File: src/rtl/reply_frame_gen.sv
// Reply/telemetry frame generator: turns accept/reject pulses and heartbeat ticks
// into 8-byte frames (EB 90 CK ID CODE ST 09 D7) pushed one byte at a time into the UART TX FIFO.
module reply_frame_gen #(
    parameter int unsigned CNT_W      = 5,
    parameter int unsigned FIFO_DEPTH = 16,
    parameter logic [7:0]  DEV_ID     = 8'hBA,
    parameter logic [31:0] HB_PERIOD  = 32'd0
) (
    input  logic             clk,
    input  logic             rst_n,
    input  logic             ack_req,
    input  logic             nak_req,
    input  logic [7:0]       cmd_code,
    input  logic             switch,
    input  logic             com_swi,
    input  logic             power_on_A,
    input  logic             power_on_B,
    input  logic             reset_a_signal,
    input  logic             reset_b_signal,
    input  logic             link_idle,
    input  logic             fwd_push,
    input  logic [CNT_W-1:0] tf_counter,
    output logic             tf_push,
    output logic [7:0]       tdr,
    output logic             busy,
    output logic             req_lost
);

    localparam logic [CNT_W-1:0] DEPTH_C = CNT_W'(FIFO_DEPTH);

    typedef enum logic [1:0] {IDLE, LOAD, PUSH, GAP} state_t;
    typedef enum logic [1:0] {KIND_ACK, KIND_NAK, KIND_HB} kind_t;

    state_t      state, state_nxt;
    logic        pend_valid;
    kind_t       pend_kind, req_kind, cur_kind;
    logic [7:0]  pend_code, req_code, cur_code;
    logic [31:0] hb_cnt;
    logic        hb_tick, new_req, consume, push_ok;
    logic [7:0]  frm_ck, frm_st, st_now, byte_sel, tdr_q;
    logic [2:0]  idx;

    assign hb_tick = (HB_PERIOD != 32'd0) && (hb_cnt == HB_PERIOD - 32'd1);
    assign consume = (state == IDLE) && pend_valid && link_idle;
    assign new_req = nak_req || ack_req || hb_tick;
    assign push_ok = !fwd_push && (tf_counter < DEPTH_C);

    always_comb begin
        req_kind = KIND_HB;
        req_code = 8'h00;
        if (nak_req) begin
            req_kind = KIND_NAK;
            req_code = 8'hEE;
        end else if (ack_req) begin
            req_kind = KIND_ACK;
            req_code = cmd_code;
        end
    end

    // A request landing in the consume cycle becomes the next pending, not a loss.
    always_ff @(posedge clk or negedge rst_n) begin
        if (!rst_n) begin
            pend_valid <= 1'b0;
            pend_kind  <= KIND_HB;
            pend_code  <= '0;
            req_lost   <= 1'b0;
        end else begin
            req_lost <= new_req && pend_valid && !consume;
            if (new_req) begin
                pend_valid <= 1'b1;
                pend_kind  <= req_kind;
                pend_code  <= req_code;
            end else if (consume) begin
                pend_valid <= 1'b0;
            end
        end
    end

    always_ff @(posedge clk or negedge rst_n) begin
        if (!rst_n)
            hb_cnt <= '0;
        else if (HB_PERIOD == 32'd0 || consume || hb_tick)
            hb_cnt <= '0;
        else
            hb_cnt <= hb_cnt + 32'd1;
    end

    always_ff @(posedge clk or negedge rst_n) begin
        if (!rst_n)
            state <= IDLE;
        else
            state <= state_nxt;
    end

    always_comb begin
        state_nxt = state;
        case (state)
            IDLE:    if (consume) state_nxt = LOAD;
            LOAD:    state_nxt = PUSH;
            PUSH:    if (push_ok) state_nxt = GAP;
            GAP:     state_nxt = (idx == 3'd7) ? IDLE : PUSH;
            default: state_nxt = IDLE;
        endcase
    end

    always_comb begin
        tf_push = (state == PUSH) && push_ok;
        busy    = (state != IDLE);
        tdr     = tf_push ? byte_sel : tdr_q;
    end

    assign st_now = {cur_kind == KIND_ACK, cur_kind == KIND_NAK, reset_b_signal, reset_a_signal,
                     power_on_B, power_on_A, com_swi, switch};

    always_comb begin
        case (idx)
            3'd0:    byte_sel = 8'hEB;
            3'd1:    byte_sel = 8'h90;
            3'd2:    byte_sel = frm_ck;
            3'd3:    byte_sel = DEV_ID;
            3'd4:    byte_sel = cur_code;
            3'd5:    byte_sel = frm_st;
            3'd6:    byte_sel = 8'h09;
            default: byte_sel = 8'hD7;
        endcase
    end

    always_ff @(posedge clk or negedge rst_n) begin
        if (!rst_n) begin
            cur_kind <= KIND_HB;
            cur_code <= '0;
            frm_ck   <= '0;
            frm_st   <= '0;
            tdr_q    <= '0;
            idx      <= '0;
        end else begin
            if (consume) begin
                cur_kind <= pend_kind;
                cur_code <= pend_code;
            end
            if (state == LOAD) begin
                frm_st <= st_now;
                frm_ck <= 8'h00 - DEV_ID - cur_code - st_now;
                idx    <= '0;
            end
            if (tf_push)
                tdr_q <= byte_sel;
            if (state == GAP && idx != 3'd7)
                idx <= idx + 3'd1;
        end
    end

endmodule
File: config.mk
export PLATFORM = sky130hd
export DESIGN_NAME = reply_frame_gen
export DESIGN_NICKNAME = d
export VERILOG_FILES = /design/src/rtl/reply_frame_gen.sv
export SDC_FILE = /design/constraint.sdc
export NUM_CORES = 1
export LEC_CHECK = 0
export CORE_ASPECT_RATIO = 0.7
export CORE_UTILIZATION = 55
export CTS_CLUSTER_SIZE = 8
export DETAILED_ROUTE_END_ITERATION = 8
export PLACE_DENSITY_LB_ADDON = 0.12
export SYNTH_ARGS = -nofsm -noshare
export SYNTH_HDL_FRONTEND = slang
export SYNTH_SLANG_ARGS = --single-unit
File: constraint.sdc
create_clock -name clk -period 2.28 [get_ports clk]
set_clock_uncertainty 0.1 [all_clocks]
set_input_delay 0.342 -clock clk [delete_from_list [all_inputs] [get_ports clk]]
set_output_delay 0.342 -clock clk [all_outputs]
set_load 0.05 [all_outputs]
## Yosys cells after proc, flatten, opt, wreduce, memory -nomap -nowiden

Index checks and enable logic that the tools add are counted.

- Add/subtract/negate cells: 3
- Div/mod/pow operators: 0
- Multipliers: 0
- Mux-type cells: 14
- Equal/unequal tests: 14
- Shifts and indexed selects: 0
- Bitwise operators: 0
- Reduce and logical (&&, ||, !) cells: 17
- Magnitude comparators: 1

Operator list:

| kind | count |
|---|---|
| $pmux 8 s7 | 1 |
| $mux 8 | 3 |
| $eq 3x3->1 const B | 4 |
| $mux 2 | 5 |
| $pmux 2 s4 | 1 |
| $sub 7x8->8 const A | 1 |
| $sub 8x8->8 | 1 |
| $logic_and 1x1->1 | 7 |
| $eq 3x2->1 const B | 2 |
| $mux 3 | 2 |
| $reduce_bool 2->1 | 3 |
| $lt 5x5->1 const B | 1 |
| $eq 2x1->1 const B | 2 |
| $eq 2x2->1 const B | 2 |
| $logic_not 2->1 | 2 |
| $ne 2x2->1 const B | 2 |
| $add 3x1->3 const B | 1 |
| $eq 3x1->1 const B | 1 |
| $logic_not 3->1 | 1 |
| $ne 3x3->1 const B | 1 |
| $logic_not 1->1 | 2 |
| $mux 1 | 2 |
| $reduce_and 2->1 | 1 |
| $logic_or 1x1->1 | 1 |

- ROM bits: 0
- Word-level logic and storage cells: 60
- Input port bits: 25
- Memory bits (writable): 0
- Register bits after elaboration: 51
- Bits in latches: 0
- Memories kept: 0

## Depth between registers and ports, before layout

Gate-level depths: netlist of the first run.

- Word-level depth: 5
- Gate-level depth with buffers: 9

## Least setup slack after synthesis of the first run

Ideal clock, no wire load.

- Kind: register to output
- From: register idx[0]
- To: output port tdr[7]
- Stages on the path, launching flop included: 7
- Arrival time: 2.147 ns
- Path slack: -0.309 ns
- Buffers on the path: 0
- Path through: dfrtp_1 inv_1 ha_1 nor2b_1 a21o_1 o21ai_0 a31oi_1

- Cells in the longest elaborated chain, start to end: 3

Ends and longest elaborated chain:

| element | RTL line | source |
|---|---|---|
| from (decl) | 41 | `logic [2:0] idx;` |
| from (signal assigned) | 149 | `idx <= idx + 3'd1;` |
| $eq 3x3->1 (tied with other cells) | 116 | `case (idx)` |
| $pmux 8 s7 * | 116 |  |
| $mux 8 * | n/a |  |
| to (decl) | 24 | `output logic [7:0] tdr,` |

Every way passes the cells marked *; elsewhere a longest branch is shown, timed or not.

## Worst setup path in the final report of the first run

- From: register idx[0]
- To: output port tdr[0]

The elaborated chain is that of the path after synthesis.

==> impl_metrics.csv, run 1 <==
group,metric,value,unit
sta,post-route-period-util,104.8,%
logic_synthesis,yosysWarningCount,0,
cts,root_buffer,"clkbuf_8",
layout,fin_cells,378,
drt,routed_wl,5981,um
global_routing,grtUsageTotal,26.18,%
floorplanning,dieHeight,60.11,um
cts,cts.sinks,51,
hold_path,worstHoldStart,"frm_st[0]",
setup_path,endpoint_kind,"primary output",
logic_synthesis,avgSynthCellArea,9.824,um2
setup_path,r2r_cells,9,
drt,routed-via-count,2095,
setup_path,timing.rr.start,"cur_code[1]",
floorplanning,core_area,4479,um2
sta,slew_headroom,66.78,%
logic_synthesis,synth_seq_cells,51,
placed_design,place_area,3221,um2
logic_synthesis,syn-num-nets,315,
global_routing,grt_pass1_vias,1995,
global_routing,gr-total-overflow,0,
layout,antenna_cells,0,
cts,insertion_delay,0.32,ns
setup_path,critical_path_arrival,1.95,ns
drt,drtAntennaViolNets,0,
drt,avgViaCountPerCell,5.542,
hold_path,hp-class,"reg2reg",
layout,fin_area,3580,um2
setup_path,crit_type,"reg2out",
job,cap_violations,0,
drt,drcViolationCount,0,
logic_synthesis,synthesis.area,2653,um2
hold_path,worstHoldEndpoint,"frm_st[0]",
logic_synthesis,synth_top_area_share,46.23,%
setup_path,r2r_setup_slack,0.15,ns
placed_design,post-dp-hpwl,4062,um
outcome,violations,"negative setup slack",
logic_synthesis,ys_seq_area_share,48.21,%
sta,setup_tns,-0.4368,ns
cts,clk_pin_slew,0.09,ns
hold_path,hold-path-cell-count,2,
drt,drt_iter0_markers,94,
drt,drtPass1Iterations,4,
floorplanning,die_w,85.01,um
sta,setup_viol,7,
layout,area_growth,34.95,%
layout,drive_gt1_share,26.32,%
power,ir_worst_vdd,0.5728,mV
floorplanning,fp.dieArea,5109,um2
sta,fin_ws,-0.1105,ns
sta,fin_crit,2.391,ns
power,p_leak,1.596,nW
logic_synthesis,syn_inst,270,
drt,avgRoutedWirePerCell,15.82,um
logic_synthesis,yosys.area.top_type,"dfrtp_1",
setup_path,worst-path-max-fanout,4,
setup_path,r2r-end,"frm_ck[5]",
sta,final-hold-violation-count,0,
cts,clock_path_buffers,2,
floorplanning,rows,20,
floorplanning,start_util,59.22,%
cts,htreeDepth,2,
sta,rsz0062_at_grt,"true",
layout,fin_nets,367,
placed_design,dp.cells,360,
sta,final_max_slew_viol_count,0,
logic_synthesis,yosysUniqueCellTypes,50,
sta,tightest_slew,0.4974,ns
sta,fmax,418.3,MHz
setup_path,start_kind,"register",
power,power_density,1360,nW/um2
global_routing,antenna_found_initial,0,
logic_synthesis,ys.flop_type,"dfrtp_1",
outcome,run_status,"finished, violations left",
logic_synthesis,synth_async_sr_flop_share,100.0,%
power,power,4.868,mW
floorplanning,ios,36,
placed_design,placement.io_buffers,31,
setup_path,worstPathRequired,1.84,ns
logic_synthesis,synth_enable_flop_cells,0,
placed_design,gp_congestion,0.9385,
global_routing,grt_pass1_wl,10030,um
global_routing,grt_max_degree,52,
cts,cts_made_buffers,5,
cts,cts_tree,"done",
logic_synthesis,synth_area_leaders,"dfrtp_1 (46%), ha_1 (9.0%), nand2_1 (5.4%), o21ai_0 (3.2%), inv_1 (3.1%)",
==> worst max-delay path, cell delays in order (launching register included) <==
cell,delay (ns)
dfrtp_2,0.46
buf_6,0.13
ha_4,0.17
buf_4,0.15
a22oi_1,0.17
nor2_1,0.06
o22ai_1,0.22
a21oi_2,0.11
buf_6,0.16
==> metrics by stage <==
step	hold WS (ns)	setup slack, ns	utilization [%]
global route	0.4113	-0.1731	79.92
detailed placement	0.2545	-0.2625	71.90
floorplan	-0.05359	0.005853	-
finish	0.3930	-0.1105	79.92
CTS	0.3936	-0.07330	78.02
global placement	0.2513	-0.1910	71.90
==> synth_stat cells, types with 3 or more instances <==
master and number:
a21oi_1 8, o21ai_0 17, o22ai_1 3, inv_1 22, a211o_1 6, mux2_2 6, nor2b_1 4, ha_1 19
nand3_1 3, nor2_1 20, clkbuf_1 7, buf_2 4, o21a_1 5, and2_0 6, xnor2_1 4, nand2_1 38
a31oi_1 8, dfrtp_1 49
==> kinds of logic (layout without fill, tap and decap cells) <==
group / after synthesis / count (layout) / synth area share [%]
flip-flops: 51 / 51 / 48.21
XOR/XNOR: 5 / 5 / 1.651
adder cells (fa/ha/maj): 20 / 20 / 9.717
AND/OR/NAND/NOR: 87 / 87 / 15.85
multiplexers: 8 / 8 / 3.302
AO/OA/AOI/OAI: 63 / 63 / 15.71
buffers and inverters: 36 / 89 / 5.566
==> flip-flops by register name, summed over array words and instances, names as in the netlist <==
| register | cells |
|---|---|
| cur_code | 8 |
| frm_ck | 8 |
| frm_st | 8 |
| pend_code | 8 |
| tdr_q | 8 |
| idx | 3 |
| cur_kind | 2 |
| pend_kind | 2 |
| state | 2 |
| pend_valid | 1 |
| req_lost | 1 |
==> where the power goes <==
group	internal (mW)	switching, mW
Clock	0.327	0.322
Sequential	1.23	0.242
Combinational	1.28	1.46
==> cell type report <==
cell class / count / area [um2]
inverter: 23 / 88.84
clock buffer: 5 / 68.82
fill: 267 / 899.6
sequential: 51 / 1282
tap: 55 / 68.82
clock inverter: 3 / 43.79
multi-input combinational: 183 / 1418
timing repair buffer: 58 / 609.3
==> layout by cell type (no fill, tap or decap), types with 8 or more instances in the layout <==
cell type	count
dfrtp_1	46
nand2_1	38
buf_4	22
inv_1	20
clkdlybuf4s50_1	20
nor2_1	19
o21ai_0	15
ha_1	14
buf_12	8
==> worst max-delay path by stage <==
stage | slack (ns) | from | to | depth (start not counted)
CTS | -0.07 | idx[1] | tdr[6] | 7
global route | -0.17 | idx[0] | tdr[0] | 8
global placement | -0.19 | com_swi | frm_ck[5] | 10
floorplan | 0.006 | idx[0] | tdr[0] | 6
finish | -0.11 | idx[0] | tdr[0] | 8
detailed placement | -0.26 | com_swi | frm_ck[5] | 10
==> per-layer routing <==
| layer | GRT usage [%] | part of all wire (%) | vias up | routed length, um |
|---|---|---|---|---|
| met4 | 8.959 | 1.3 | 0 | 80 |
| met5 | 0 | 0 | - | 0 |
| met1 | 35.40 | 47 | 996 | 2783 |
| met3 | 4.558 | 6.1 | 10 | 363 |
| met2 | 43.43 | 46 | 72 | 2753 |
| li1 | - | - | 1017 | - |
==> timing repair <==
action / CTS / global route
endpoints found under the hold margin: 49 / 0
buffers inserted: 7 / 3
cloned: 0 / 0
hold buffers: 1 / 0
pin swaps: 13 / 5
gates resized for setup: 26 / 13
setup endpoints to repair: 8 / 11
No activity file was read; power rests on OpenSTA's default activity.
==> inputs of run 2 (changes only) <==
Settings changed: CTS_CLUSTER_SIZE 8 to 14.
==> results of run 2 <==
Final layout, timing and power as in run 1 (identical DEF).
